--- src/rtl/fsm_counter_pkg.sv ---
// Shared definitions for the step-counter scheduler: state encoding, default
// widths and the round-robin search used by the arbiter.
package fsm_counter_pkg;

    typedef enum logic [2:0] {
        S_IDLE  = 3'd0,
        S_GRANT = 3'd1,
        S_STEP  = 3'd2,
        S_CHECK = 3'd3,
        S_DONE  = 3'd4
    } state_t;

    localparam int STEP_W_DEF = 4;
    localparam int MAX_REQ    = 8;

    // First asserted request at or after (last+1) mod n, wrapping; returns last if none.
    function automatic logic [2:0] next_rr(input logic [MAX_REQ-1:0] req,
                                           input logic [2:0]         last,
                                           input int                 n);
        logic [2:0] sel;
        logic       found;
        int         p;
        sel   = last;
        found = 1'b0;
        for (int k = 1; k <= MAX_REQ; k++) begin
            p = (int'(last) + k) % n;
            if (k <= n && !found && req[p[2:0]]) begin
                found = 1'b1;
                sel   = p[2:0];
            end
        end
        return sel;
    endfunction

endpackage

--- src/rtl/fsm_counter_sched_arbiter.sv ---
// Round-robin arbiter: one-hot winner plus binary index, searching upward
// from the requester after the last one served.
module rr_arbiter
    import fsm_counter_pkg::*;
#(
    parameter int N_REQ = 2
) (
    input  logic [N_REQ-1:0] req,
    input  logic [2:0]       last,
    input  logic             en,
    output logic [N_REQ-1:0] win,
    output logic [2:0]       idx
);

    logic [MAX_REQ-1:0] req_ext;

    always_comb begin
        req_ext              = '0;
        req_ext[N_REQ-1:0]   = req;
        idx                  = next_rr(req_ext, last, N_REQ);
        win                  = '0;
        for (int i = 0; i < N_REQ; i++) begin
            win[i] = en && (|req) && (idx == 3'(i));
        end
    end

endmodule

--- src/rtl/fsm_counter_sched.sv ---
// Shares one external mod-4 step counter among N_REQ requesters: grants one at a
// time, strobes din for the requested burst, then checks the counter result.
module fsm_counter_sched
    import fsm_counter_pkg::*;
#(
    parameter int N_REQ  = 2,
    parameter int STEP_W = STEP_W_DEF
) (
    input  logic                    clk,
    input  logic                    reset,
    input  logic [N_REQ-1:0]        req,
    input  logic [N_REQ*STEP_W-1:0] steps,
    output logic [N_REQ-1:0]        gnt,
    output logic [N_REQ-1:0]        done,
    output logic                    busy,
    output logic                    din,
    input  logic [1:0]              z,
    output logic [1:0]              exp_z,
    output logic                    err,
    output state_t                  dbg_state
);

    localparam logic [2:0] LAST_RST = 3'(N_REQ - 1);

    state_t            state, state_nx;
    logic [2:0]        last;
    logic [2:0]        widx;
    logic [2:0]        arb_idx;
    logic [N_REQ-1:0]  arb_win;
    logic [STEP_W-1:0] cnt;
    logic [STEP_W-1:0] cur_steps;

    rr_arbiter #(.N_REQ(N_REQ)) u_arb (
        .req  (req),
        .last (last),
        .en   (state == S_IDLE),
        .win  (arb_win),
        .idx  (arb_idx)
    );

    // Step count of the requester currently holding the grant.
    always_comb begin
        cur_steps = '0;
        for (int i = 0; i < N_REQ; i++) begin
            if (widx == 3'(i)) begin
                cur_steps = steps[i*STEP_W +: STEP_W];
            end
        end
    end

    always_comb begin
        state_nx = state;
        case (state)
            S_IDLE:  if (|req) state_nx = S_GRANT;
            S_GRANT: state_nx = (cur_steps != '0) ? S_STEP : S_CHECK;
            S_STEP:  if (cnt == STEP_W'(1)) state_nx = S_CHECK;
            S_CHECK: state_nx = S_DONE;
            S_DONE:  state_nx = S_IDLE;
            default: state_nx = S_IDLE;
        endcase
    end

    always_ff @(posedge clk) begin
        if (!reset) begin
            state <= S_IDLE;
            gnt   <= '0;
            din   <= 1'b0;
            exp_z <= 2'd0;
            err   <= 1'b0;
            last  <= LAST_RST;
            widx  <= 3'd0;
            cnt   <= '0;
        end else begin
            state <= state_nx;
            // din is high exactly while the FSM sits in STEP, aligned with the counter's sampling edges.
            din   <= (state_nx == S_STEP);
            case (state)
                S_IDLE: begin
                    if (|req) begin
                        gnt  <= arb_win;
                        widx <= arb_idx;
                    end
                end
                S_GRANT: begin
                    cnt   <= cur_steps;
                    exp_z <= z + cur_steps[1:0];
                end
                S_STEP: begin
                    cnt <= cnt - STEP_W'(1);
                end
                S_CHECK: begin
                    if (z != exp_z) err <= 1'b1;
                end
                S_DONE: begin
                    last <= widx;
                    gnt  <= '0;
                end
                default: begin
                end
            endcase
        end
    end

    assign busy      = (state != S_IDLE);
    assign done      = (state == S_DONE) ? gnt : '0;
    assign dbg_state = state;

endmodule

--- config.mk ---
export PLATFORM = sky130hd
export DESIGN_NAME = fsm_counter_sched
export DESIGN_NICKNAME = d
export VERILOG_FILES = /design/src/rtl/fsm_counter_pkg.sv /design/src/rtl/fsm_counter_sched_arbiter.sv /design/src/rtl/fsm_counter_sched.sv
export SDC_FILE = /design/constraint.sdc
export NUM_CORES = 1
export LEC_CHECK = 0
export CAP_MARGIN = 20
export CORE_ASPECT_RATIO = 0.8
export CORE_MARGIN = 2
export CORE_UTILIZATION = 45
export CTS_CLUSTER_DIAMETER = 50
export DETAILED_ROUTE_END_ITERATION = 12
export GPL_TIMING_DRIVEN = 0
export PLACE_DENSITY = 0.76
export SLEW_MARGIN = 20
export SYNTH_ARGS = -nofsm -noshare
export SYNTH_HDL_FRONTEND = slang
export SYNTH_SLANG_ARGS = --single-unit
--- constraint.sdc ---
create_clock -name clk -period 2.2 [get_ports clk]
set_input_delay 0.22 -clock clk [delete_from_list [all_inputs] [get_ports clk]]
set_output_delay 0.22 -clock clk [all_outputs]
set_load 0.01 [all_outputs]
==> results_tabular.tex, run 1 <==
\begin{tabular}{lr}
\hline
Metric & Value \\
\hline
\multicolumn{2}{l}{\textbf{Outcome}} \\
Status & completed \\
\multicolumn{2}{l}{\textbf{Final layout}} \\
Filler cells & 171 \\
Share of cells above drive strength 1 & 0.101 \\
Area of combinational cells with multiple inputs & 498 sq um \\
Flip-flop and latch area & 340 sq um \\
Area Growth Syn to Fin & 33.3\% \\
Non-filler cells, final & 153 \\
ANT cells & 0 \\
Layout net count & 147 \\
\multicolumn{2}{l}{\textbf{Flow run}} \\
Max-cap check violation count & 0 \\
\multicolumn{2}{l}{\textbf{Clock network}} \\
Post-CTS setup buffer count & 0 \\
Clk root buf & sky130\_fd\_sc\_hd\_\_clkbuf\_4 \\
Clock tree from TritonCTS & done \\
H-Tree Level Count & 1 \\
Clock Path Buffers & 2 \\
Clock transition at the register clock pins on the worst setup and hold paths after CTS & 100 ps \\
Clock network latency to the later pin of the worst-skew pair & 300 ps \\
Hold Buf Count CTS & 0 \\
Total number of clock tree sinks & 17 \\
Num CTS Buffers & 3 \\
\multicolumn{2}{l}{\textbf{Critical path}} \\
Endpoint required time on the critical path & 2400 ps \\
Max FO, Critical Path & 6 \\
Cell with the biggest individual delay on the critical path & sky130\_fd\_sc\_hd\_\_dfxtp\_1 \\
Kind of start point of the critical path & flop \\
Crit path kind & flop to flop \\
Arrival time of data at the critical path endpoint & 2190 ps \\
Cell chain of the critical path & clkbuf\_1, mux2i\_1, nor2\_1, ha\_1, xnor2\_1, or3\_1, a31o\_2 \\
Peak per-stage delay on the critical path & 320 ps \\
Critical Path End Type & flop \\
\multicolumn{2}{l}{\textbf{Routing}} \\
Total via count after detailed routing & 828 \\
WL per Instance & 12.8 um \\
Drt first pass iters & 4 \\
Post-detailed-routing wire length & 1970 um \\
Iter 0 DRT Violations & 14 \\
Number of nets with antenna violations after routing & 0 \\
DRC violations left & 0 \\
Detailed-route vias per instance & 5.41 \\
\multicolumn{2}{l}{\textbf{Synth}} \\
Async set-or-reset flop fraction in the synthesized netlist & 0 \\
Sequential-to-total area share from yosys stat & 0.376 \\
Post-synth top area cell & sky130\_fd\_sc\_hd\_\_dfxtp\_1 \\
Synth Flop Type & sky130\_fd\_sc\_hd\_\_dfxtp\_1 \\
Post-synthesis cell area & 906 sq um \\
Unique masters post-synth & 38 \\
Main combinational cell family by area after synthesis & simple AND/OR/NAND/NOR gates \\
Xor/xnor cell area share of the yosys netlist & 0.0387 \\
Post-synthesis adder-cell area fraction & 0.0414 \\
Synth Area in Compound Gates & 0.177 \\
Simple logic cell fraction of the synthesized area & 0.243 \\
Synthesis Warnings & 0 \\
Multiplexer share of the synthesized area & 0.0442 \\
Largest cells by area after synthesis & sky130\_fd\_sc\_hd\_\_dfxtp\_1, sky130\_fd\_sc\_hd\_\_mux2i\_1, sky130\_fd\_sc\_hd\_\_ha\_1 \\
Number of enable-type register cells in the synthesized netlist & 0 \\
Number of nets produced by synthesis & 118 \\
Flop and latch count out of synthesis & 17 \\
Number of cells produced by synthesis & 101 \\
Cell with the most instances after synthesis & sky130\_fd\_sc\_hd\_\_dfxtp\_1 \\
Average cell area after synthesis & 8.97 sq um \\
Most numerous cell types in the synthesized netlist & sky130\_fd\_sc\_hd\_\_dfxtp\_1, sky130\_fd\_sc\_hd\_\_nor2\_1, sky130\_fd\_sc\_hd\_\_nand2\_1 \\
Fraction of post-synthesis cell area in the top cell type by area & 0.376 \\
\multicolumn{2}{l}{\textbf{Floorplan}} \\
Die outline area & 2390 sq um \\
Starting density of the core & 0.479 \\
Io pins & 26 \\
Die Span X & 54.2 um \\
Area of the placeable core & 1890 sq um \\
Number of rows in the core area & 14 \\
Height of the die & 44.1 um \\
\multicolumn{2}{l}{\textbf{Power}} \\
Leakage power figure & 0.471 nW \\
Power density cells & 778 nW/um\^{}2 \\
Max rail drop VDD & 453 uV \\
\multicolumn{2}{l}{\textbf{Global routing}} \\
GRT Residual Overflow & 0 \\
Antenna violations before repair & 0 \\
Wire length of the first global-routing pass & 3360 um \\
Via count of the first global-routing pass & 716 \\
Pin count of the biggest net entering global routing & 11 \\
Global routing usage summed across all routing layers & 0.198 \\
\multicolumn{2}{l}{\textbf{STA}} \\
Max Clock Skew & 5.07 ps \\
Final Hold Viols & 0 \\
Normalized max-slew margin & 0.743 \\
Pin slew with the least headroom to its limit & 386 ps \\
Post-route minimum period & 1990 ps \\
Unrepaired setup endpoints after global routing & false \\
Final period util & 0.906 \\
Setup-violating endpoint count in the final report & 0 \\
Highest Clock Rate & 502 MHz \\
Sum Neg Setup Slack & 0 ps \\
Pins over their slew limit & 0 \\
\multicolumn{2}{l}{\textbf{Placement}} \\
Port Buffer Count & 24 \\
Final HPWL DP & 1500 um \\
Number of instances in the placed design & 149 \\
Routability cong. & 0.714 \\
\multicolumn{2}{l}{\textbf{Worst hold path}} \\
Min-delay worst type & input pin to flop \\
\hline
\end{tabular}
-- kinds of logic (layout without fill, tap and decap cells) --
logic type,after synthesis,in the layout
fa+ha+maj,3,3
simple gates,39,39
xor+xnor,4,4
buf+inv,12,40
mux,4,4
flops,17,17
compound gates,22,22
-- layout by cell type, fill, tap and decap left out, types with 2 or more instances in the layout --
cell type | synthesis | routed
sky130_fd_sc_hd__o21ai_0 | 4 | 4
sky130_fd_sc_hd__and2_1 | 2 | 2
sky130_fd_sc_hd__mux2i_1 | 4 | 4
sky130_fd_sc_hd__nand3_1 | 3 | 3
sky130_fd_sc_hd__or3b_2 | 2 | 2
sky130_fd_sc_hd__xnor2_1 | 4 | 4
sky130_fd_sc_hd__clkbuf_4 | 0 | 3
sky130_fd_sc_hd__or3_1 | 3 | 3
sky130_fd_sc_hd__buf_6 | 3 | 3
sky130_fd_sc_hd__clkdlybuf4s50_1 | 0 | 24
sky130_fd_sc_hd__dfxtp_1 | 17 | 17
sky130_fd_sc_hd__or3b_1 | 2 | 2
sky130_fd_sc_hd__clkbuf_1 | 2 | 3
sky130_fd_sc_hd__ha_1 | 3 | 3
sky130_fd_sc_hd__inv_1 | 4 | 4
sky130_fd_sc_hd__nor2_1 | 9 | 9
sky130_fd_sc_hd__and3_1 | 3 | 3
sky130_fd_sc_hd__nand2_1 | 6 | 6
sky130_fd_sc_hd__a21oi_1 | 4 | 4
sky130_fd_sc_hd__nor3_1 | 3 | 3
sky130_fd_sc_hd__a31oi_1 | 3 | 3
-- flip-flops by register name (all words and copies together) (netlist names) --
| name | cells |
|---|---|
| exp_z | 2 |
| dbg_state | 3 |
| cnt | 4 |
| widx | 3 |
| err | 1 |
| gnt | 2 |
| last | 1 |
| din | 1 |
-- timing repair --
| action | in CTS | in global routing |
|---|---|---|
| gates resized for setup | 0 | 1 |
| setup endpoints to repair | 0 | 2 |
| endpoints found under the hold margin | 0 | 0 |
-- layout make-up --
class	count	area share
multi-input cells	72	0.412
flip-flops and latches	17	0.282
repair buffers	24	0.199
plain buffers	7	0.0446
well taps	24	0.0249
clock buffers	4	0.0218
inverters	5	0.0155
-- worst max-delay path: cells and delay by family, from the launching register on --
| family | cells | cell delay, ps |
|---|---|---|
| DFF | 1 | 320 |
| buffers and inverters | 1 | 320 |
| and+or+nand+nor | 2 | 380 |
| xor gates and xnor gates | 1 | 130 |
| adders and majority gates | 1 | 190 |
| muxes | 1 | 310 |
| AOI/OAI and AO/OA | 1 | 250 |
-- stage by stage --
step / worst slack, ps / total power [mW] / utilization / cell area [sq um] / hold slack [ps]
2_1_floorplan: 391 / 0.636 / - / 906 / 414
3_3_place_gp: 219 / 0.765 / 0.622 / 1180 / 442
3_5_place_dp: 201 / 0.774 / 0.622 / 1180 / 444
4_1_cts: 103 / 0.944 / 0.636 / 1200 / 136
5_1_grt: 57.0 / 1.01 / 0.638 / 1210 / 138
6_report: 207 / 0.940 / 0.638 / 1210 / 141
-- path summary, 6_finish.rpt --
check                              from        to  slack [ps]  cells past startpoint
worst min-delay path              reset   last[0]         140                      2
worst max-delay path            widx[0]  exp_z[1]         210                      7
worst max register to register  widx[0]  exp_z[1]         210                      7
worst min register to register  widx[2]   widx[2]         480                      1
-- routing by layer --
metal | wire (um) | vias up | part of all wire | track usage
met5 | 0 | - | 0 | 0
met4 | 16 | 0 | 0.0081 | 0.0600
met3 | 151 | 3 | 0.077 | 0.0743
met2 | 899 | 33 | 0.46 | 0.306
met1 | 898 | 373 | 0.46 | 0.257
li1 | - | 419 | - | -
-- report_power, final --
group / internal (mW) / switching (mW) / total, mW
clock network: 0.0707 / 0.0984 / 0.169
logic: 0.202 / 0.174 / 0.376
registers: 0.357 / 0.0378 / 0.394
(Power assumes the default switching activity.)
==> run 2, diff against run 1 <==
--- a/config.mk
+++ b/config.mk
@@ -12,7 +12,7 @@
 export CTS_CLUSTER_DIAMETER = 50
 export DETAILED_ROUTE_END_ITERATION = 12
 export GPL_TIMING_DRIVEN = 0
-export PLACE_DENSITY = 0.76
+export PLACE_DENSITY = 0.84
 export SLEW_MARGIN = 20
 export SYNTH_ARGS = -nofsm -noshare
 export SYNTH_HDL_FRONTEND = slang
==> results_tabular.tex, run 2 (same netlist as run 1, synthesis figures left out) <==
\begin{tabular}{lr}
\hline
Metric & Value \\
\hline
\multicolumn{2}{l}{\textbf{Outcome}} \\
Status & completed \\
\multicolumn{2}{l}{\textbf{Clock network}} \\
Clk root buf & sky130\_fd\_sc\_hd\_\_clkbuf\_4 \\
Clock transition at the register clock pins on the worst setup and hold paths after CTS & 110 ps \\
Post-CTS setup buffer count & 0 \\
Hold Buf Count CTS & 0 \\
Clock tree from TritonCTS & done \\
H-Tree Level Count & 1 \\
Num CTS Buffers & 3 \\
Total number of clock tree sinks & 17 \\
Clock Path Buffers & 2 \\
Clock network latency to the later pin of the worst-skew pair & 300 ps \\
\multicolumn{2}{l}{\textbf{STA}} \\
Setup-violating endpoint count in the final report & 0 \\
Post-route minimum period & 1970 ps \\
Final Hold Viols & 0 \\
Pin slew with the least headroom to its limit & 335 ps \\
Smallest hold slack & 130 ps \\
Max Clock Skew & 11.4 ps \\
Final period util & 0.897 \\
Pins over their slew limit & 0 \\
Final critical-path setup slack & 226 ps \\
Highest Clock Rate & 507 MHz \\
Unrepaired setup endpoints after global routing & false \\
Normalized max-slew margin & 0.774 \\
Sum Neg Setup Slack & 0 ps \\
\multicolumn{2}{l}{\textbf{Routing}} \\
Detailed-route vias per instance & 5.56 \\
Total via count after detailed routing & 851 \\
Post-detailed-routing wire length & 2000 um \\
Iter 0 DRT Violations & 19 \\
Number of nets with antenna violations after routing & 0 \\
WL per Instance & 13.1 um \\
Drt first pass iters & 4 \\
DRC violations left & 0 \\
\multicolumn{2}{l}{\textbf{Power}} \\
Leakage power figure & 0.470 nW \\
Max rail drop VDD & 450 uV \\
Seq pwr share & 0.415 \\
Power density cells & 778 nW/um\^{}2 \\
Cell internal pwr & 628 uW \\
Proportion of power drawn by the clock network & 0.182 \\
Power spent charging and discharging nets & 314 uW \\
Total Power & 943 uW \\
Switching Share & 0.333 \\
Power share of the combinational group & 0.403 \\
\multicolumn{2}{l}{\textbf{Placement}} \\
Routability cong. & 0.763 \\
Port Buffer Count & 24 \\
Dpl ws & 206 ps \\
Post-Place Cell Area & 1180 sq um \\
Number of instances in the placed design & 149 \\
Final HPWL DP & 1540 um \\
\multicolumn{2}{l}{\textbf{Critical path}} \\
Critical Path End Type & flop \\
Endpoint required time on the critical path & 2400 ps \\
Max FO, Critical Path & 6 \\
Cell chain of the critical path & clkbuf\_1, mux2i\_1, nor2\_1, ha\_1, xnor2\_1, or3\_1, a31o\_2 \\
Crit path kind & flop to flop \\
Kind of start point of the critical path & flop \\
Arrival time of data at the critical path endpoint & 2180 ps \\
Peak per-stage delay on the critical path & 320 ps \\
Cell with the biggest individual delay on the critical path & sky130\_fd\_sc\_hd\_\_dfxtp\_1 \\
\multicolumn{2}{l}{\textbf{Final layout}} \\
Flip-flop and latch area & 340 sq um \\
Share of cells above drive strength 1 & 0.109 \\
Share of the core filled with cells in the final layout & 0.640 \\
Non-filler cells, final & 153 \\
Most common cell after layout, fill and taps aside & sky130\_fd\_sc\_hd\_\_clkdlybuf4s50\_1 \\
Area of combinational cells with multiple inputs & 498 sq um \\
Largest register by flop count & cnt \\
Layout net count & 147 \\
Most frequent cells in the layout & sky130\_fd\_sc\_hd\_\_clkdlybuf4s50\_1, sky130\_fd\_sc\_hd\_\_dfxtp\_1, sky130\_fd\_sc\_hd\_\_nor2\_1 \\
Cell area after layout & 1210 sq um \\
Area Growth Syn to Fin & 33.7\% \\
Filler cells & 171 \\
Largest register FFs & 4 \\
ANT cells & 0 \\
\multicolumn{2}{l}{\textbf{Global routing}} \\
Antenna violations before repair & 0 \\
Wire length of the first global-routing pass & 3230 um \\
Routing usage on met3 & 0.0405 \\
Via count of the first global-routing pass & 776 \\
GR Util met2 & 0.323 \\
Global routing usage summed across all routing layers & 0.186 \\
Met1 GRT Util & 0.228 \\
Most Crowded Layer GR & met2 \\
GRT Residual Overflow & 0 \\
Pin count of the biggest net entering global routing & 12 \\
\multicolumn{2}{l}{\textbf{Floorplan}} \\
Number of rows in the core area & 14 \\
Starting density of the core & 0.479 \\
Height of the die & 44.1 um \\
Area of the placeable core & 1890 sq um \\
Io pins & 26 \\
Die Span X & 54.2 um \\
Die outline area & 2390 sq um \\
\multicolumn{2}{l}{\textbf{Worst hold path}} \\
Min-delay worst type & input pin to flop \\
\multicolumn{2}{l}{\textbf{Flow run}} \\
Max-cap check violation count & 0 \\
\hline
\end{tabular}
==> run 2: cell count changes in the layout (fill, tap and decap cells not counted), sizes merged <==
| cell | change |
|---|---|
| clkbuf | -1 |
| clkinvlp | +1 |
==> run 2: repair_timing <==
item | in CTS | in global routing
endpoints found under the setup margin | 0 | 2
gates resized for setup | 0 | 1
hold endpoints to repair | 0 | 0
==> run 2: per-layer routing <==
layer	vias up	wire [um]
li1	423	-
met1	392	899
met2	32	958
met3	4	119
met4	0	21
met5	-	0
==> run 2: layout make-up <==
type,count,share of cell area
inverter,5,0.0155
clock buffer,3,0.0186
sequential,17,0.281
tap,24,0.0248
buffer,7,0.0444
clock inverter,1,0.00620
multi-input combinational,72,0.411
timing repair buffer,24,0.198
==> run 2: power by group through the flow <==
stage                     Combinational (mW)  Clock [mW]  Sequential, mW
after floorplan                        0.231           0           0.405
after global placement                 0.366           0           0.396
after detailed placement               0.378           0           0.399
after CTS                              0.381       0.178           0.392
after global routing                   0.419       0.192           0.399
final                                  0.380       0.171           0.391
==> run 2: path summary, 6_finish.rpt <==
path | start | end | cells after the start | slack [ps]
hold / removal | reset | last[0] | 2 | 130
setup reg to reg | widx[0] | exp_z[1] | 7 | 230
setup / recovery | widx[0] | exp_z[1] | 7 | 230
hold reg to reg | widx[2] | widx[2] | 1 | 490
==> run 2: worst max-delay path: cells and delay by family, from the launching register on <==
kind	cells	cell delay, ps
compound gates	1	250
mux	1	310
flops	1	320
simple gates	2	390
buf+inv	1	290
xor+xnor	1	130
fa+ha+maj	1	190
==> run 3, diff against run 2 <==
--- a/config.mk
+++ b/config.mk
@@ -17,3 +17,4 @@
 export SYNTH_ARGS = -nofsm -noshare
 export SYNTH_HDL_FRONTEND = slang
 export SYNTH_SLANG_ARGS = --single-unit
+export TNS_END_PERCENT = 10
==> results of run 3 <==
No change in the layout: final DEF, timing and power equal those of run 2.
